==> config.mk <==
export PLATFORM = sky130hd
export DESIGN_NAME = pc_sequencer_flat
export DESIGN_NICKNAME = d
export VERILOG_FILES = /design/src/rtl/pc_seq_pkg.sv /design/src/rtl/pc_sequencer_if.sv /design/src/rtl/branch_target_check.sv /design/src/rtl/pc_sequencer.sv /design/src/flat_wrapper.sv
export SDC_FILE = /design/constraint.sdc
export NUM_CORES = 1
export LEC_CHECK = 0
export BUFFER_PORTS_ARGS = -buffer_cell sky130_fd_sc_hd__buf_2
export CAP_MARGIN = 10
export CORE_MARGIN = 3
export CORE_UTILIZATION = 55
export DETAILED_ROUTE_END_ITERATION = 10
export GPL_TIMING_DRIVEN = 0
export PLACE_DENSITY = 0.87
export SLEW_MARGIN = 10
export SYNTH_ARGS = -nofsm -noshare
export SYNTH_HDL_FRONTEND = slang
export SYNTH_HIERARCHICAL = 1
export SYNTH_SLANG_ARGS = --single-unit
==> constraint.sdc <==
create_clock -name clk -period 8.4 [get_ports clk]
set_input_delay 1.68 -clock clk [delete_from_list [all_inputs] [get_ports clk]]
set_output_delay 1.68 -clock clk [all_outputs]
set_load 0.02 [all_outputs]
==> src/rtl/pc_seq_pkg.sv <==
// Shared types and constants for the program-counter sequencer.
package pc_seq_pkg;

    // Sequencer operating modes
    typedef enum logic [1:0] {
        RUN   = 2'd0,
        FLUSH = 2'd1,
        HALT  = 2'd2
    } pc_state_t;

    // Byte distance between consecutive instructions
    localparam logic [31:0] PC_STEP = 32'd4;

    // Default exclusive upper bound of fetch addresses (128 instructions)
    localparam logic [31:0] DEFAULT_PC_LIMIT = 32'h0000_0200;

endpackage

==> src/rtl/pc_sequencer_if.sv <==
// Control/status bundle between the pipeline and the PC sequencer.
// master drives the hazard/branch inputs, slave is the sequencer itself.
interface pc_sequencer_if;

    logic        stall;
    logic        branch;
    logic        ALU_zero;
    logic [63:0] branch_offset;
    logic [31:0] pc_out;
    logic        instr_valid;
    logic        flush;
    logic        halted;
    logic        error;
    logic [31:0] retired_count;

    modport master (
        output stall, branch, ALU_zero, branch_offset,
        input  pc_out, instr_valid, flush, halted, error, retired_count
    );

    modport slave (
        input  stall, branch, ALU_zero, branch_offset,
        output pc_out, instr_valid, flush, halted, error, retired_count
    );

endinterface

==> src/rtl/branch_target_check.sv <==
// Combinational branch target computation and legality check.
// The offset is in halfword units; only its low 31 bits contribute, so the
// target wraps modulo 2^32. A target is legal when it is word aligned and
// strictly below the fetch limit.
module branch_target_check (
    input  logic [31:0] pc,
    input  logic [63:0] offset,
    input  logic [31:0] limit,
    output logic [31:0] target,
    output logic        legal
);

    // Upper offset bits shift out of the 32-bit address entirely
    logic unused_offset_hi;
    assign unused_offset_hi = ^offset[63:31];

    assign target = pc + {offset[30:0], 1'b0};
    assign legal  = (target < limit) && (target[1:0] == 2'b00);

endmodule

==> src/rtl/pc_sequencer.sv <==
// Program-counter sequencer: steps the fetch address, redirects on taken
// branches with a fixed-length flush window, and halts at the end of the
// program or on an illegal branch target until the next reset.
module pc_sequencer
    import pc_seq_pkg::*;
#(
    parameter logic [31:0] PC_LIMIT     = DEFAULT_PC_LIMIT,
    parameter int unsigned FLUSH_CYCLES = 2
) (
    input  logic          clk,
    input  logic          reset,
    pc_sequencer_if.slave bus
);

    // Counter starts one below the window length so flush is high exactly
    // FLUSH_CYCLES cycles including the redirect cycle.
    localparam logic [3:0]  FLUSH_INIT   = 4'(FLUSH_CYCLES - 1);
    localparam logic [31:0] LAST_STEP_PC = PC_LIMIT - PC_STEP;

    pc_state_t   state_reg;
    logic [31:0] pc_reg;
    logic        instr_valid_reg;
    logic        flush_reg;
    logic        halted_reg;
    logic        error_reg;
    logic [31:0] retired_reg;
    logic [3:0]  flush_cnt_reg;

    logic [31:0] target;
    logic        target_legal;
    logic        taken;

    assign taken = bus.branch & bus.ALU_zero;

    branch_target_check u_target_check (
        .pc     (pc_reg),
        .offset (bus.branch_offset),
        .limit  (PC_LIMIT),
        .target (target),
        .legal  (target_legal)
    );

    // Sequencer FSM with all outputs registered
    always_ff @(posedge clk) begin
        if (reset) begin
            state_reg       <= RUN;
            pc_reg          <= '0;
            instr_valid_reg <= 1'b1;
            flush_reg       <= 1'b0;
            halted_reg      <= 1'b0;
            error_reg       <= 1'b0;
            retired_reg     <= '0;
            flush_cnt_reg   <= '0;
        end else begin
            if (instr_valid_reg) begin
                retired_reg <= retired_reg + 32'd1;
            end
            case (state_reg)
                RUN: begin
                    if (taken) begin
                        instr_valid_reg <= 1'b0;
                        if (target_legal) begin
                            pc_reg        <= target;
                            state_reg     <= FLUSH;
                            flush_reg     <= 1'b1;
                            flush_cnt_reg <= FLUSH_INIT;
                        end else begin
                            state_reg  <= HALT;
                            halted_reg <= 1'b1;
                            error_reg  <= 1'b1;
                        end
                    end else if (bus.stall) begin
                        instr_valid_reg <= 1'b0;
                    end else if (pc_reg < LAST_STEP_PC) begin
                        pc_reg          <= pc_reg + PC_STEP;
                        instr_valid_reg <= 1'b1;
                    end else begin
                        state_reg       <= HALT;
                        halted_reg      <= 1'b1;
                        error_reg       <= 1'b0;
                        instr_valid_reg <= 1'b0;
                    end
                end
                FLUSH: begin
                    if (flush_cnt_reg != 4'd0) begin
                        flush_cnt_reg <= flush_cnt_reg - 4'd1;
                    end else begin
                        state_reg       <= RUN;
                        flush_reg       <= 1'b0;
                        instr_valid_reg <= 1'b1;
                    end
                end
                HALT: begin
                    // Frozen until reset
                end
                default: begin
                    state_reg <= HALT;
                end
            endcase
        end
    end

    assign bus.pc_out        = pc_reg;
    assign bus.instr_valid   = instr_valid_reg;
    assign bus.flush         = flush_reg;
    assign bus.halted        = halted_reg;
    assign bus.error         = error_reg;
    assign bus.retired_count = retired_reg;

endmodule

==> src/flat_wrapper.sv <==
// flat-port wrapper written by rule: the top's interface ports become plain ports
module pc_sequencer_flat import pc_seq_pkg::*;
#(
    parameter logic [31:0] PC_LIMIT     = DEFAULT_PC_LIMIT,
    parameter int unsigned FLUSH_CYCLES = 2
)
  (clk, reset, bus_stall, bus_branch, bus_ALU_zero, bus_branch_offset, bus_pc_out, bus_instr_valid, bus_flush, bus_halted, bus_error, bus_retired_count);
  pc_sequencer_if bus_i ();
  input  logic clk;
  input  logic reset;
  input wire logic [$bits(bus_i.stall)-1:0] bus_stall;
  input wire logic [$bits(bus_i.branch)-1:0] bus_branch;
  input wire logic [$bits(bus_i.ALU_zero)-1:0] bus_ALU_zero;
  input wire logic [$bits(bus_i.branch_offset)-1:0] bus_branch_offset;
  output wire logic [$bits(bus_i.pc_out)-1:0] bus_pc_out;
  output wire logic [$bits(bus_i.instr_valid)-1:0] bus_instr_valid;
  output wire logic [$bits(bus_i.flush)-1:0] bus_flush;
  output wire logic [$bits(bus_i.halted)-1:0] bus_halted;
  output wire logic [$bits(bus_i.error)-1:0] bus_error;
  output wire logic [$bits(bus_i.retired_count)-1:0] bus_retired_count;
  assign bus_i.stall = bus_stall;
  assign bus_i.branch = bus_branch;
  assign bus_i.ALU_zero = bus_ALU_zero;
  assign bus_i.branch_offset = bus_branch_offset;
  assign bus_pc_out = bus_i.pc_out;
  assign bus_instr_valid = bus_i.instr_valid;
  assign bus_flush = bus_i.flush;
  assign bus_halted = bus_i.halted;
  assign bus_error = bus_i.error;
  assign bus_retired_count = bus_i.retired_count;
  pc_sequencer #(.PC_LIMIT(PC_LIMIT), .FLUSH_CYCLES(FLUSH_CYCLES)) u_core (.clk(clk), .reset(reset), .bus(bus_i));
endmodule
==> metrics <==
outcome=finished, final reports clean; Syn Area/Cell=7.83 um2; cts bufs inserted=9; synthesized cell area=6150 um2; area grow syn2layout=16.1%; HP Class=register to register; met2 usage=around 45%; GPL Wtd Cong=about 0.94; drt wl/cell=16.5 um; GRT Resource Usage Total=27.7%; crit path max fanout=10; Tmin final=~7 ns; Cell Int Power=0.675 mW; Max Slew Vio Count=0; clock sink count=74; chip width=112 um; area leader, netlist=dfxtp_1; Setup crit end kind=register; clock root buffer=clkbuf_8; share of power burned in registers=36.9%; Placed Area=6950 um2; Peak VDD IR=122 uV; f_max=143 MHz; layout cells sized above 1=17.0%; Net Sw Frac=around 39%; count leader, synth=nand2_1; Core Area=10600 um2; Combinational Power Share=38.3%; # Max-Cap Violations=0; antenna viol nets, final=0; Clk Latency, worst-skew pair=0.34 ns; die area=12500 um2; Fin. Hold Viols=0; Slew headroom=52.4%; met3 Use GR=5.76%; Top Ports=137; post-route insts no fill=between 1000 and 1500; storage element area=1480 um2; ys flop type=dfxtp_1; vias=6466; sequential area share after synthesis=24.1%; Die Height=112 um; DR pass1 iterations=5; PwrDens=156 nW/um2; crit path max-delay cell type=clkbuf_1; CTS tree=built; largest net degree at the start of global routing=13; FFs w/ async S/R, synth=0%; final net count=1065; DRT Wirelength=about 18 mm; initial antenna violation count=0; Sw Pwr=0.436 mW; Top Usage Layer GRT=met2; synth cell count leaders=75 x nand2_1, 74 x dfxtp_1, 71 x a21oi_1; Distinct cells, synth=68; Initial Util=58.0%; Port Buf Inserts=103; unrepaired setup endpoints after global routing=false; vias in the first global route=6148; area taken by multi-input logic gates=4440 um2; post_cts resized=0; Max Clock Skew=0.00687 ns; Cell Chain, Critical Path=buf_2 > ha_1 > fa_1 > a21o_1 > a221oi_2 > o21a_1 > a221oi_4 > o31ai_2 > o21ai_0 > xor2_1 > ha_1 > a21oi_1 > o21ai_0 > nor4_1 > o21ai_0 > a21oi_1 > and3_1 > clkbuf_1 > clkbuf_1 > o32ai_1; postcts setup bufs=0; first-pass GRT wire length=roughly 29 mm; Leakage=3.10 nW; CP arrival=approximately 7 ns; worst slack at placement=around 1.3 ns; critical path class=input port to register; Placement Rows=37; Max Root-Sink Buffers=2; # fillers=912; design area=7140 um2; post-synthesis register bit count=74; via-per-instance ratio=6.04; post-DP HPWL=roughly 14 mm; H-Tree Depth=3; worst-margin pin slew=0.715 ns; number of hold buffers added after cts=0; setup TNS=0 ns; dpl cells=approximately 1100; final setup vio count=0; clock power share=around a quarter; Final Power=1.11 mW; worst path required time=~8.6 ns; Synth top area share=roughly a quarter; antenna fix cells=0; period utilization=83.3%; Syn Inst Count=786; Worst Setup Start Kind=input port; Post-synth EDFFs=0; synth top area cells=dfxtp_1 24%, ha_1 13%, a21oi_1 5.8%; Iter 0 DRT Violations=~580; Yosys Warn Count=6; final worst slack=approximately 1.4 ns; grt total ovfl=0; Most common cell on crit path=o21ai_0; slowest stage delay, CP=between 0.5 and 0.6 ns; Reg clk slew, reported paths=0.08 ns; DRC Markers=0; met1 Resource Use GR=a little over a third
-- layout make-up --
type,instances,area share [%]
multi-input combinational,656,62.1
sequential,74,20.7
timing repair buffer,103,7.22
inverter,49,2.57
tap,136,2.38
buffer,37,2.31
clock buffer,10,1.93
clock inverter,5,0.771
-- worst paths after layout --
kind	from	endpoint	slack [ns]	cells after the start
min reg2reg	u_core/bus.halted	u_core/bus.halted	0.49	2
max reg2reg	u_core/bus.pc_out[1]	u_core/bus.pc_out[12]	2.51	19
max	bus_branch_offset[0]	u_core/bus.pc_out[12]	1.40	20
min	u_core/bus.halted	u_core/bus.halted	0.49	2
-- critical path: cells and delay by family --
| kind | cells | cell delay [ns] |
|---|---|---|
| compound gates | 11 | 2.63 |
| xor+xnor | 1 | 0.25 |
| fa+ha+maj | 3 | 0.92 |
| buf+inv | 3 | 1.13 |
| simple gates | 2 | 0.56 |
-- cells in the final DEF, fill, tap and decap left out, types with 11 or more instances in the layout --
cell type    n
nand3_1     33
nor3_1      18
and4_1      11
nand2_1     75
clkbuf_1    22
conb_1      32
a21o_1      19
a211oi_1    15
inv_1       49
ha_1        65
a21oi_1     71
nor4_1      16
nand4_1     21
buf_2      110
nor2_1      62
xor2_1      23
dfxtp_1     74
o21ai_0     35
xnor2_1     35
-- power by group through the flow --
stage | clock network, mW | logic, mW | registers [mW]
final | 0.275 | 0.426 | 0.410
after CTS | 0.277 | 0.415 | 0.410
after global placement | 0 | 0.400 | 0.415
after global routing | 0.289 | 0.469 | 0.415
after detailed placement | 0 | 0.413 | 0.418
after floorplan | 0 | 0.280 | 0.431
-- per-stage QoR --
stage	util, %	hold slack, ns
2_1_floorplan	-	0.485
3_3_place_gp	65.6	0.452
3_5_place_dp	65.6	0.487
4_1_cts	67.4	0.498
5_1_grt	67.4	0.522
6_report	67.4	0.495
-- cell families after synthesis --
| group | after synthesis | share of synthesized area (%) |
|---|---|---|
| AO/OA/AOI/OAI | 210 | 23.7 |
| XOR/XNOR | 58 | 8.26 |
| flip-flops | 74 | 24.1 |
| AND/OR/NAND/NOR | 287 | 24.1 |
| adder cells (fa/ha/maj) | 66 | 13.5 |
| multiplexers | 3 | 0.488 |
| buffers and inverters | 86 | 5.67 |
| other | 2 | 0.122 |
-- metal layers --
metal | routed length [um] | share of wire [%] | vias to the layer above
li1 | - | - | 3140
met1 | 7600 | 43 | 2984
met2 | 8050 | 46 | 286
met3 | 1510 | 8.6 | 56
met4 | 487 | 2.8 | 0
met5 | 0 | 0 | -
No activity file was read; power rests on OpenSTA's default activity.
